==> config.mk <==
export PLATFORM = sky130hd
export DESIGN_NAME = mem_ctrl
export DESIGN_NICKNAME = d
export VERILOG_FILES = /design/src/rtl/mem_ctrl.sv
export SDC_FILE = /design/constraint.sdc
export NUM_CORES = 1
export LEC_CHECK = 0
export ABC_AREA = 1
export CAP_MARGIN = 20
export CORE_UTILIZATION = 26
export DETAILED_ROUTE_END_ITERATION = 12
export GPL_ROUTABILITY_DRIVEN = 0
export MAX_ROUTING_LAYER = met4
export PLACE_DENSITY = 0.53
export SLEW_MARGIN = 10
export SYNTH_ARGS = -nofsm -noshare
export SYNTH_HDL_FRONTEND = slang
export SYNTH_SLANG_ARGS = --single-unit
==> constraint.sdc <==
create_clock -name clk -period 6.8 [get_ports clk]
set_clock_uncertainty 0.15 [all_clocks]
set_input_delay 1.7 -clock clk [delete_from_list [all_inputs] [get_ports clk]]
set_output_delay 1.7 -clock clk [all_outputs]
set_load 0.02 [all_outputs]
==> src/rtl/mem_ctrl.sv <==
// Byte-serial controller sharing one 8-bit RAM port between instruction fetch and the MEM stage.
// MEM wins arbitration; reads and writes are sequenced little-endian, one byte per cycle.
module mem_ctrl (
    input  logic        clk,
    input  logic        rst,
    input  logic        clear,
    input  logic        if_req,
    input  logic [31:0] if_addr,
    output logic        if_done,
    output logic [31:0] if_inst,
    input  logic        mem_req,
    input  logic        mem_we,
    input  logic [1:0]  mem_size,
    input  logic [31:0] mem_addr,
    input  logic [31:0] mem_wdata,
    output logic        mem_done,
    output logic [31:0] mem_rdata,
    input  logic [7:0]  ram_din,
    output logic [7:0]  ram_dout,
    output logic [31:0] ram_a,
    output logic        ram_wr
);

    typedef enum logic [1:0] {IDLE, IF_READ, MEM_READ, MEM_WRITE} state_t;

    state_t      state_q, state_d;
    logic [2:0]  cnt_q, cnt_d;
    logic [2:0]  nbytes_q, nbytes_d;
    logic [31:0] addr_q, addr_d;
    logic [31:0] wdata_q, wdata_d;
    logic [31:0] buf_q, buf_d;
    logic [31:0] ram_a_q, ram_a_d;
    logic [7:0]  ram_dout_q, ram_dout_d;
    logic        ram_wr_q, ram_wr_d;
    logic        if_done_q, if_done_d;
    logic        mem_done_q, mem_done_d;
    logic [31:0] if_inst_q, if_inst_d;
    logic [31:0] mem_rdata_q, mem_rdata_d;
    logic [2:0]  mem_n;
    logic [2:0]  next_k;
    logic        grant_ok;

    assign next_k   = cnt_q + 3'd1;
    // The done cycle is spent in IDLE without sampling requests.
    assign grant_ok = !(if_done_q || mem_done_q);

    always_comb begin
        case (mem_size)
            2'd0:    mem_n = 3'd1;
            2'd1:    mem_n = 3'd2;
            default: mem_n = 3'd4;
        endcase
    end

    always_ff @(posedge clk) begin
        if (rst) begin
            state_q <= IDLE;
        end else begin
            state_q <= state_d;
        end
    end

    always_comb begin
        state_d = state_q;
        case (state_q)
            IDLE: begin
                if (grant_ok) begin
                    if (mem_req) begin
                        state_d = mem_we ? MEM_WRITE : MEM_READ;
                    end else if (if_req && !clear) begin
                        state_d = IF_READ;
                    end
                end
            end
            IF_READ: begin
                if (clear || cnt_q == nbytes_q) begin
                    state_d = IDLE;
                end
            end
            MEM_READ: begin
                if (cnt_q == nbytes_q) begin
                    state_d = IDLE;
                end
            end
            MEM_WRITE: begin
                if (next_k == nbytes_q) begin
                    state_d = IDLE;
                end
            end
            default: state_d = IDLE;
        endcase
    end

    always_comb begin
        cnt_d       = cnt_q;
        nbytes_d    = nbytes_q;
        addr_d      = addr_q;
        wdata_d     = wdata_q;
        buf_d       = buf_q;
        ram_a_d     = '0;
        ram_dout_d  = '0;
        ram_wr_d    = 1'b0;
        if_done_d   = 1'b0;
        mem_done_d  = 1'b0;
        if_inst_d   = if_inst_q;
        mem_rdata_d = mem_rdata_q;
        case (state_q)
            IDLE: begin
                if (state_d != IDLE) begin
                    cnt_d = '0;
                    buf_d = '0;
                    if (state_d == IF_READ) begin
                        addr_d   = if_addr;
                        nbytes_d = 3'd4;
                    end else begin
                        addr_d   = mem_addr;
                        nbytes_d = mem_n;
                        wdata_d  = mem_wdata;
                    end
                    ram_a_d  = addr_d;
                    ram_wr_d = (state_d == MEM_WRITE);
                    if (state_d == MEM_WRITE) begin
                        ram_dout_d = mem_wdata[7:0];
                    end
                end
            end
            IF_READ, MEM_READ: begin
                // ram_din now carries the byte addressed in the previous cycle.
                if (cnt_q != 3'd0) begin
                    buf_d = buf_q | (32'(ram_din) << {cnt_q - 3'd1, 3'b000});
                end
                if (state_d == IDLE) begin
                    cnt_d = '0;
                    if (state_q == MEM_READ) begin
                        mem_done_d  = 1'b1;
                        mem_rdata_d = buf_d;
                    end else if (!clear) begin
                        if_done_d = 1'b1;
                        if_inst_d = buf_d;
                    end
                end else begin
                    cnt_d = next_k;
                    if (next_k < nbytes_q) begin
                        ram_a_d = addr_q + 32'(next_k);
                    end
                end
            end
            MEM_WRITE: begin
                if (state_d == IDLE) begin
                    cnt_d      = '0;
                    mem_done_d = 1'b1;
                end else begin
                    cnt_d      = next_k;
                    ram_a_d    = addr_q + 32'(next_k);
                    ram_wr_d   = 1'b1;
                    ram_dout_d = 8'(wdata_q >> {next_k, 3'b000});
                end
            end
            default: cnt_d = '0;
        endcase
    end

    always_ff @(posedge clk) begin
        if (rst) begin
            cnt_q       <= '0;
            nbytes_q    <= '0;
            addr_q      <= '0;
            wdata_q     <= '0;
            buf_q       <= '0;
            ram_a_q     <= '0;
            ram_dout_q  <= '0;
            ram_wr_q    <= 1'b0;
            if_done_q   <= 1'b0;
            mem_done_q  <= 1'b0;
            if_inst_q   <= '0;
            mem_rdata_q <= '0;
        end else begin
            cnt_q       <= cnt_d;
            nbytes_q    <= nbytes_d;
            addr_q      <= addr_d;
            wdata_q     <= wdata_d;
            buf_q       <= buf_d;
            ram_a_q     <= ram_a_d;
            ram_dout_q  <= ram_dout_d;
            ram_wr_q    <= ram_wr_d;
            if_done_q   <= if_done_d;
            mem_done_q  <= mem_done_d;
            if_inst_q   <= if_inst_d;
            mem_rdata_q <= mem_rdata_d;
        end
    end

    assign if_done   = if_done_q;
    assign if_inst   = if_inst_q;
    assign mem_done  = mem_done_q;
    assign mem_rdata = mem_rdata_q;
    assign ram_a     = ram_a_q;
    assign ram_dout  = ram_dout_q;
    assign ram_wr    = ram_wr_q;

endmodule

==> reports/results.tsv, run 1 <==
metric	value	unit
grt_max_degree	101	
power_density	309.2	nW/um^2
syn_nets	1454	
holdCritPathClass	reg2reg	
antenna_found_initial	0	
drive_above_1_share	4.828	%
cap_viol_max_count	0	
synth-seq-area-share	43.37	%
place.detailed.hpwl	22.19	mm
critPathLaunchType	primary input	
yosys_warnings	0	
endpoint_kind	flip-flop	
yosysTopAreaCellShare	43.37	%
cts-resized-gates	0	
cts.path.max_buffers	3	
holdWs	0.3070	ns
internal-power	0.002564	W
regToRegSetupSlack	2.67	ns
slowest_delay	0.65	ns
ir_drop	189.2	uV
worst-path-buf-inv	4	
cellLeakagePower	4.636	nW
drt_iter0_markers	637	
holdBufCountCts	0	
cts_buffers	25	
dieWidth	195.6	um
pwr-share-seq	36.7	%
drv_slew	0	
drtAntennaViolNets	0	
vias	9682	
rsz0062_at_grt	no	
netlist_instances	1328	
max_freq	220.4	MHz
ys_seq_elements	211	
p_clk_share	32.9	%
vias_per_cell	4.890	
htree_levels	1	
status	completed	
post-cts-setup-buffers	0	
tritoncts	yes	
fin_crit	4.537	ns
layout_commonest_cell	nand2_1	
p_sw	0.001462	W
crit_required	7.01	ns
synth_enable_flop_cells	0	
dr.pass1.iters	7	
area_growth	33.71	%
final_cell_mix	274 x nand2_1, 217 x clkdlybuf4s50_1, 211 x dfxtp_1, 197 x a21oi_1, 109 x nand3_1	
r2r-end	buf_q[23]	
grt_pass1_vias	9181	
maxSlewHeadroom	31.16	%
core_area	36700	um^2
gr-usage-all-layers	17.22	%
async_flop_share	0	%
ys_types	37	
slowest_stage	nand3_2	
drc	0	
swShare	36.32	%
crit_type	in2reg	
worst_pin_slew	1.033	ns
ys.flop_type	dfxtp_1	
min-delay-start	buf_q[28]	
post-route-util	35.49	%
netlist_area	9741	um^2
cts_root_buffer	clkbuf_16	
cts.sinks	211	
hold_depth	2	
wl_per_cell	16.51	um
setup_viol	0	
initial_utilization	26.54	%
postPlaceCellArea	12220	um^2
crit_arrival	4.75	ns
dieArea	38240	um^2
path_max_fanout	35	
overflow	0	
comb_power_share	30.3	%
crit_chain	clkdlybuf4s50_1, inv_1, nand3_1, a21boi_1, nor2_2, buf_4, inv_2, nand2_2, nor2_4, nand3_2, nand2_1, a21oi_1	
n_antenna_cell	0	
grt_pass1_wl	51.59	mm
portBuffers	218	
critPathTopFamily	simple AND/OR/NAND/NOR gates	
wl	32.68	mm
ys_top_cells_by_area	dfxtp_1 43%, nand2_1 11%, a21oi_1 10%, nand4_1 5.7%, nand3_1 5.6%	
r2r-start	cnt_q[1]	
postLayoutCellArea	13020	um^2
num_rows	70	
hold_violations	0	
cp-startpoint	clear	
holdPathEnd	buf_q[28]	
fin_nets	1621	
num-fill-cells	3859	
avgSynthCellArea	7.335	um^2
clkTransAtPathRegs	0.06	ns
post-route-period-util	66.72	%
stdcell_count	1980	
yosys.area.top_type	dfxtp_1	
clock_latency	0.52	ns
ff2ff_path_depth	11	
placedCellCount	1936	
fin_tns_setup	0	ns
io_pins	219	
die_h	195.6	um
-- worst reg2reg max path, cell delays in order (launching register included) --
cell	delay (ns)
dfxtp_1	0.36
inv_1	0.10
ha_1	0.55
ha_1	0.42
nand3_1	0.13
nand3_1	0.10
nand2_1	0.10
o21bai_1	0.33
nand3_2	0.69
nand2_2	0.83
nand2_1	0.12
a21oi_1	0.16
-- layer usage --
metal	GRT usage, %	routed length, um	up-vias
li1	-	-	4851
met4	3.879	450	0
met3	3.748	2234	30
met1	23.60	15590	4532
met2	25.70	14410	269
met5	-	0	-
-- cells in the mapped netlist, drive strengths merged, types with 13 or more instances --
master / n
a21oi: 198
nand2: 277
inv: 80
buf: 28
clkbuf: 67
ha: 13
o21bai: 33
nor2: 104
dfxtp: 211
nand4: 88
nand3b: 34
o21ai: 41
nand3: 112
-- worst max path at each step --
stage	end	slack [ns]	cells past startpoint
after CTS	mem_rdata[21]	2.25	12
after global routing	buf_q[23]	2.00	10
after detailed placement	mem_rdata[21]	1.70	12
after floorplan	if_inst[10]	3.61	11
after global placement	ram_a[15]	1.76	12
final	mem_rdata[21]	2.26	12
-- power by group through the flow --
stage | clock network, W | logic [W] | registers, W
floorplan | 0 | 0.000779 | 0.00154
global placement | 0 | 0.00121 | 0.00150
detailed placement | 0 | 0.00123 | 0.00150
CTS | 0.00136 | 0.00123 | 0.00148
global route | 0.00141 | 0.00135 | 0.00150
finish | 0.00133 | 0.00122 | 0.00148
-- registers in the layout (all words and copies together), names as in the netlist --
| register | count |
|---|---|
| addr_q | 32 |
| buf_q | 32 |
| if_inst | 32 |
| mem_rdata | 32 |
| ram_a | 32 |
| wdata_q | 32 |
| ram_dout | 8 |
| cnt_q | 3 |
| nbytes_q | 3 |
| state_q | 2 |
| if_done | 1 |
| mem_done | 1 |
| ram_wr | 1 |
-- through the flow --
step           worst slack (ns)  total power, W
6_report                  2.263        0.004026
2_1_floorplan             3.607        0.002317
3_5_place_dp              1.699        0.002729
3_3_place_gp              1.758        0.002714
4_1_cts                   2.251        0.004071
5_1_grt                   1.998        0.004260
-- kinds of logic (layout without fill, tap and decap cells) --
group	Yosys count	count (layout)	share of synthesized area [%]
and+or+nand+nor	628	628	29.87
AOI/OAI and AO/OA	286	286	16.13
DFF	211	211	43.37
buffers and inverters	177	361	7.681
adders and majority gates	14	14	1.875
xor gates and xnor gates	12	12	1.079
-- area by class of cell --
| cell class | instances | area [um^2] | share of cell area, % |
|---|---|---|---|
| inverter | 82 | 307.8 | 2.363 |
| multi-input combinational | 940 | 4773 | 36.65 |
| sequential | 211 | 4224 | 32.43 |
| clock buffer | 37 | 710.7 | 5.457 |
| tap | 468 | 585.6 | 4.496 |
| clock inverter | 7 | 95.09 | 0.7301 |
| timing repair buffer | 235 | 2327 | 17.87 |
No activity file was read; power rests on OpenSTA's default activity.
==> inputs of run 2 (changes only) <==
- clock period: 6.8 -> 4.35 ns (I/O delays scaled with it)
==> run 2 against run 1 <==
  * Global-route usage is 0.13 points higher
  * Sequential share of layout area shrank 0.35 points
  * Count of clock-buffer cells in the layout decreased by 10
==> reports/results.tsv, run 2 (synthesis gave the netlist of run 1 again) <==
metric	value	unit	change
status	completed		
num_rows	70		unchanged
setup_viol	0		unchanged
crit_chain	clkinv_1, ha_1, buf_4, fa_1, nand2_1, a21oi_1, nand2_1, nor3b_1, nand2_1, o21ai_0, nand3b_1, a21oi_1		
fin_tns_setup	0	ns	unchanged
tritoncts	yes		
holdBufCountCts	0		unchanged
fin_nets	1628		+0.43%
drc	0		unchanged
cts.path.max_buffers	3		unchanged
cp-startpoint	cnt_q[0]		
grt_pass1_vias	9250		+0.75%
post-cts-setup-buffers	0		unchanged
finalPower	0.006501	W	+61%
slowest_delay	0.70	ns	+0.05 ns
maxSlewHeadroom	41.45	%	+10 points
critPathTopFamily	simple AND/OR/NAND/NOR gates		
wl	33.04	mm	+1.1%
area_growth	35.16	%	
internal-power	0.004161	W	+62%
post-route-period-util	82.16	%	
path_max_fanout	13		-63%
antenna_found_initial	2		+2
cellLeakagePower	4.714	nW	+1.7%
clkTransAtPathRegs	0.06	ns	about the same
cpMostUsedCell	nand2_1		
endpoint_kind	flip-flop		
drv_slew	0		unchanged
worst_pin_slew	0.8719	ns	-0.1607 ns
crit_type	reg2reg		
stdcell_count	1992		+0.61%
crit_required	4.58	ns	-2.43 ns
worst-path-buf-inv	2		-2
cts-resized-gates	0		unchanged
drive_above_1_share	5.855	%	+1.0 points
power_density	493.8	nW/um^2	+60%
dr.pass1.iters	5		-2
min-delay-start	buf_q[19]		
cts_buffers	25		unchanged
drt_iter0_markers	715		+12%
regToRegSetupSlack	0.78	ns	-1.89 ns
htree_levels	1		unchanged
wl_per_cell	16.59	um	+0.48%
vias	9729		+0.49%
ff2ff_path_depth	12		+1
place.detailed.hpwl	22.69	mm	+2.2%
cts.sinks	211		unchanged
ir_drop	227.9	uV	+20%
holdCritPathClass	reg2reg		
fin_crit	3.574	ns	
critPathLaunchType	flip-flop		
rsz0062_at_grt	no		
p_sw	0.002340	W	+60%
clock_latency	0.52	ns	about the same
die_h	195.6	um	unchanged
max_freq	279.8	MHz	
cap_viol_max_count	0		unchanged
dieWidth	195.6	um	unchanged
gr-usage-all-layers	17.36	%	+0.13 points
drtAntennaViolNets	0		unchanged
swShare	35.99	%	-0.33 points
grt_max_degree	76		-25%
r2r-end	ram_a[24]		
slowest_stage	nor3b_1		
cts_root_buffer	clkbuf_16		
post-route-util	35.87	%	+0.39 points
final_cell_mix	274 x nand2_1, 217 x clkdlybuf4s50_1, 211 x dfxtp_1, 197 x a21oi_1, 109 x nand3_1		
crit_cells	12		unchanged
vias_per_cell	4.884		-0.12%
portBuffers	218		unchanged
placedCellCount	1943		+0.36%
io_pins	219		unchanged
initial_utilization	26.54	%	unchanged
holdWs	0.3072	ns	+0.0002570 ns
overflow	0		unchanged
layout_commonest_cell	nand2_1		
dieArea	38240	um^2	unchanged
core_area	36700	um^2	unchanged
pwr-share-seq	35.8	%	-0.9 points
r2r-start	cnt_q[0]		
hold_violations	0		unchanged
crit_end	ram_a[24]		
crit_arrival	3.80	ns	-0.95 ns
grt_pass1_wl	51.70	mm	+0.21%
comb_power_share	29.5	%	-0.8 points
p_clk_share	34.7	%	+1.8 points
[run 2: cell count changes in the layout (fill, tap and decap cells not counted), moves of 2 or more]
cell / before / now
clkbuf_1: 8 / 0
buf_4: 17 / 24
clkinv_4: 1 / 3
clkinv_2: 2 / 6
diode_2: 0 / 4
clkbuf_8: 4 / 2
bufinv_16: 2 / 5
[run 2: worst min-delay path by stage]
stage | endpoint | depth (start not counted)
6_report | buf_q[19] | 2
5_1_grt | buf_q[30] | 2
4_1_cts | buf_q[30] | 2
3_5_place_dp | buf_q[15] | 2
3_3_place_gp | buf_q[23] | 2
2_1_floorplan | buf_q[0] | 2
[run 2: layout make-up]
class | instances | area, um^2
multi-input combinational | 940 | 4773
clock buffer | 27 | 653.1
clock inverter | 18 | 239.0
antenna | 4 | 10.01
sequential | 211 | 4224
timing repair buffer | 242 | 2372
fill | 3811 | 23530
inverter | 82 | 307.8
tap | 468 | 585.6
[run 2: metrics by stage]
| step | setup WS, ns | area, um^2 |
|---|---|---|
| 6_report | 0.7760 | 13170 |
| 5_1_grt | 0.4804 | 13160 |
| 4_1_cts | 0.7752 | 13160 |
| 3_5_place_dp | 0.6236 | 12260 |
| 3_3_place_gp | 0.7341 | 12260 |
| 2_1_floorplan | 1.396 | 9741 |
[run 2: worst reg2reg max path: stages (launching register included)]
cell and delay (ns):
dfxtp_1 0.57, clkinv_1 0.17, ha_1 0.33, buf_4 0.23
fa_1 0.23, nand2_1 0.08, a21oi_1 0.26, nand2_1 0.19
nor3b_1 0.70, nand2_1 0.13, o21ai_0 0.16, nand3b_1 0.15
a21oi_1 0.08
[run 2: layer usage]
metal  vias up  track usage (%)  wire (um)
met5         -                -          0
met1      4524            23.98      15850
li1       4881                -          -
met2       288            25.81      14360
met3        36            3.575       2355
met4         0            3.937        481
[run 2: power by group through the flow]
stage	registers [W]	clock network, W	logic, W
after CTS	0.00233	0.00232	0.00192
after global routing	0.00236	0.00240	0.00212
after detailed placement	0.00237	0	0.00192
final	0.00233	0.00226	0.00192
after global placement	0.00237	0	0.00190
after floorplan	0.00240	0	0.00122
==> inputs of run 3 (changes only) <==
- clock period: 4.35 -> 3.5 ns (I/O delays scaled with it)
==> run 3 against run 2 <==
  * Global-route usage hardly changed
  * Clock power rose by 15%
  * Core utilization rose by 0.16 points
  * Flip-flop and latch count is the same
  * Largest power group unchanged
  * Highest routed layer unchanged
==> reports/results.tsv, run 3 (synthesis gave the netlist of run 1 again) <==
metric	value	unit	change
vias	9720		-0.093%
placedCellCount	1955		+0.62%
power_density	601.2	nW/um^2	+22%
cap_viol_max_count	0		unchanged
cts.sinks	211		unchanged
setup_slack	0.2806	ns	-0.4954 ns
drtAntennaViolNets	0		unchanged
endpoint_kind	flip-flop		
tritoncts	yes		
core_area	36700	um^2	unchanged
slowest_delay	0.56	ns	-0.14 ns
dieArea	38240	um^2	unchanged
area_growth	35.76	%	
grt_pass1_wl	51.93	mm	+0.44%
rsz0062_at_grt	no		
vias_per_cell	4.860		-0.49%
holdCritPathClass	reg2reg		
io_pins	219		unchanged
dieWidth	195.6	um	unchanged
register_area	4224	um^2	unchanged
layout_commonest_cell	nand2_1		
cts_root_buffer	clkbuf_16		
path_max_fanout	21		+8
fin_nets	1640		+0.74%
worst_pin_slew	0.8143	ns	-0.05764 ns
overflow	0		unchanged
cts_buffers	25		unchanged
die_h	195.6	um	unchanged
ir_drop	332.5	uV	+46%
drt_iter0_markers	613		-14%
gr-usage-all-layers	17.36	%	about the same
initial_utilization	26.54	%	unchanged
place_ws	-0.0008518	ns	-0.6244 ns
num_rows	70		unchanged
maxSlewHeadroom	45.72	%	+4.3 points
critPathTopFamily	simple AND/OR/NAND/NOR gates		
wl	33.15	mm	+0.33%
n_antenna_cell	0		-4
post-route-period-util	91.98	%	+9.8 points
dr.pass1.iters	4		-1
holdWs	0.3059	ns	-0.001303 ns
crit_required	3.79	ns	-0.79 ns
multiInputGateArea	4786	um^2	+0.26%
htree_levels	1		unchanged
drive_above_1_share	6.332	%	+0.48 points
stdcell_count	2000		+0.40%
max_freq	310.6	MHz	+11%
crit_arrival	3.51	ns	-0.29 ns
crit_chain	clkinv_1, ha_1, ha_1, nand3_1, nand3_1, nand2_1, nor2_1, nor2_2, nor2_4, buf_4, nor2_2, nand2_1, a21oi_1		
grt_pass1_vias	9326		+0.82%
place.detailed.hpwl	22.72	mm	+0.15%
cts.path.max_buffers	3		unchanged
post-cts-setup-buffers	0		unchanged
final_cell_mix	274 x nand2_1, 217 x clkdlybuf4s50_1, 211 x dfxtp_1, 197 x a21oi_1, 109 x nand3_1		
drc	0		unchanged
clock_latency	0.53	ns	about the same
critPathLaunchType	flip-flop		
clkTransAtPathRegs	0.06	ns	about the same
finalPower	0.007950	W	+22%
hold_violations	0		unchanged
crit_type	reg2reg		
worst-path-buf-inv	2		unchanged
status	completed		
setup_viol	0		unchanged
num-fill-cells	3827		+0.42%
slowest_stage	nor2_2		
drv_slew	0		unchanged
fin_crit	3.219	ns	-0.3546 ns
grt_max_degree	169		+120%
antenna_found_initial	0		-2
portBuffers	218		unchanged
fin_tns_setup	0	ns	unchanged
wl_per_cell	16.57	um	about the same
cellLeakagePower	4.750	nW	+0.77%
-- run 3: cell types whose count changed in the layout (fill, tap and decap cells not counted), moves of 3 or more --
cell	previous run	this run
nor2_1	98	95
clkinv_4	3	0
buf_4	24	32
diode_2	4	0
clkbuf_1	0	7
buf_12	1	5
bufinv_16	5	2
-- run 3: where the power goes --
group / total, W / switching, W / internal [W] / leakage, nW
clock: 0.00259 / 0.00105 / 0.00155 / 0.398
sequential: 0.00289 / 0.000208 / 0.00269 / 1.72
combinational: 0.00247 / 0.00162 / 0.000841 / 2.63
total: 0.00795 / 0.00288 / 0.00507 / 4.75
-- run 3: worst reg2reg max path, delay by kind of cell (launching register included) --
| family | cells | cell delay, ns |
|---|---|---|
| simple gates | 8 | 1.30 |
| fa+ha+maj | 2 | 0.64 |
| flops | 1 | 0.51 |
| buf+inv | 2 | 0.36 |
| compound gates | 1 | 0.19 |
-- run 3: layer usage --
layer | track usage, % | up-vias | share of wire [%]
met1 | 24.03 | 4514 | 49
li1 | - | 4907 | -
met2 | 26.01 | 254 | 43
met4 | 4.112 | 0 | 1.8
met5 | - | - | 0
met3 | 3.126 | 45 | 5.7
-- run 3: area by class of cell --
type / count / area share [%]
clock buffer: 36 / 5.346
multi-input combinational: 940 / 36.19
timing repair buffer: 254 / 19.00
tap: 468 / 4.428
sequential: 211 / 31.94
inverter: 82 / 2.328
clock inverter: 9 / 0.7664
-- run 3: repair_timing --
action | in CTS | in global routing
hold endpoints to repair | 0 | 0
endpoints found under the setup margin | 0 | 34
hold buffers | 0 | 0
gates resized for setup | 0 | 4
-- run 3: worst paths after layout --
path                            cells after the start      start         to  slack, ns
worst max-delay path                               13   cnt_q[0]  ram_a[17]       0.28
worst min-delay path                                2  buf_q[18]  buf_q[18]       0.31
worst max register to register                     13   cnt_q[0]  ram_a[17]       0.28
worst min register to register                      2  buf_q[18]  buf_q[18]       0.31
-- run 3: metrics by stage --
stage                     cell area [um^2]  util (%)
after CTS                            13210     36.00
after global placement               12400     33.80
after detailed placement             12400     33.80
after global routing                 13220     36.03
final                                13220     36.03
after floorplan                       9741         -
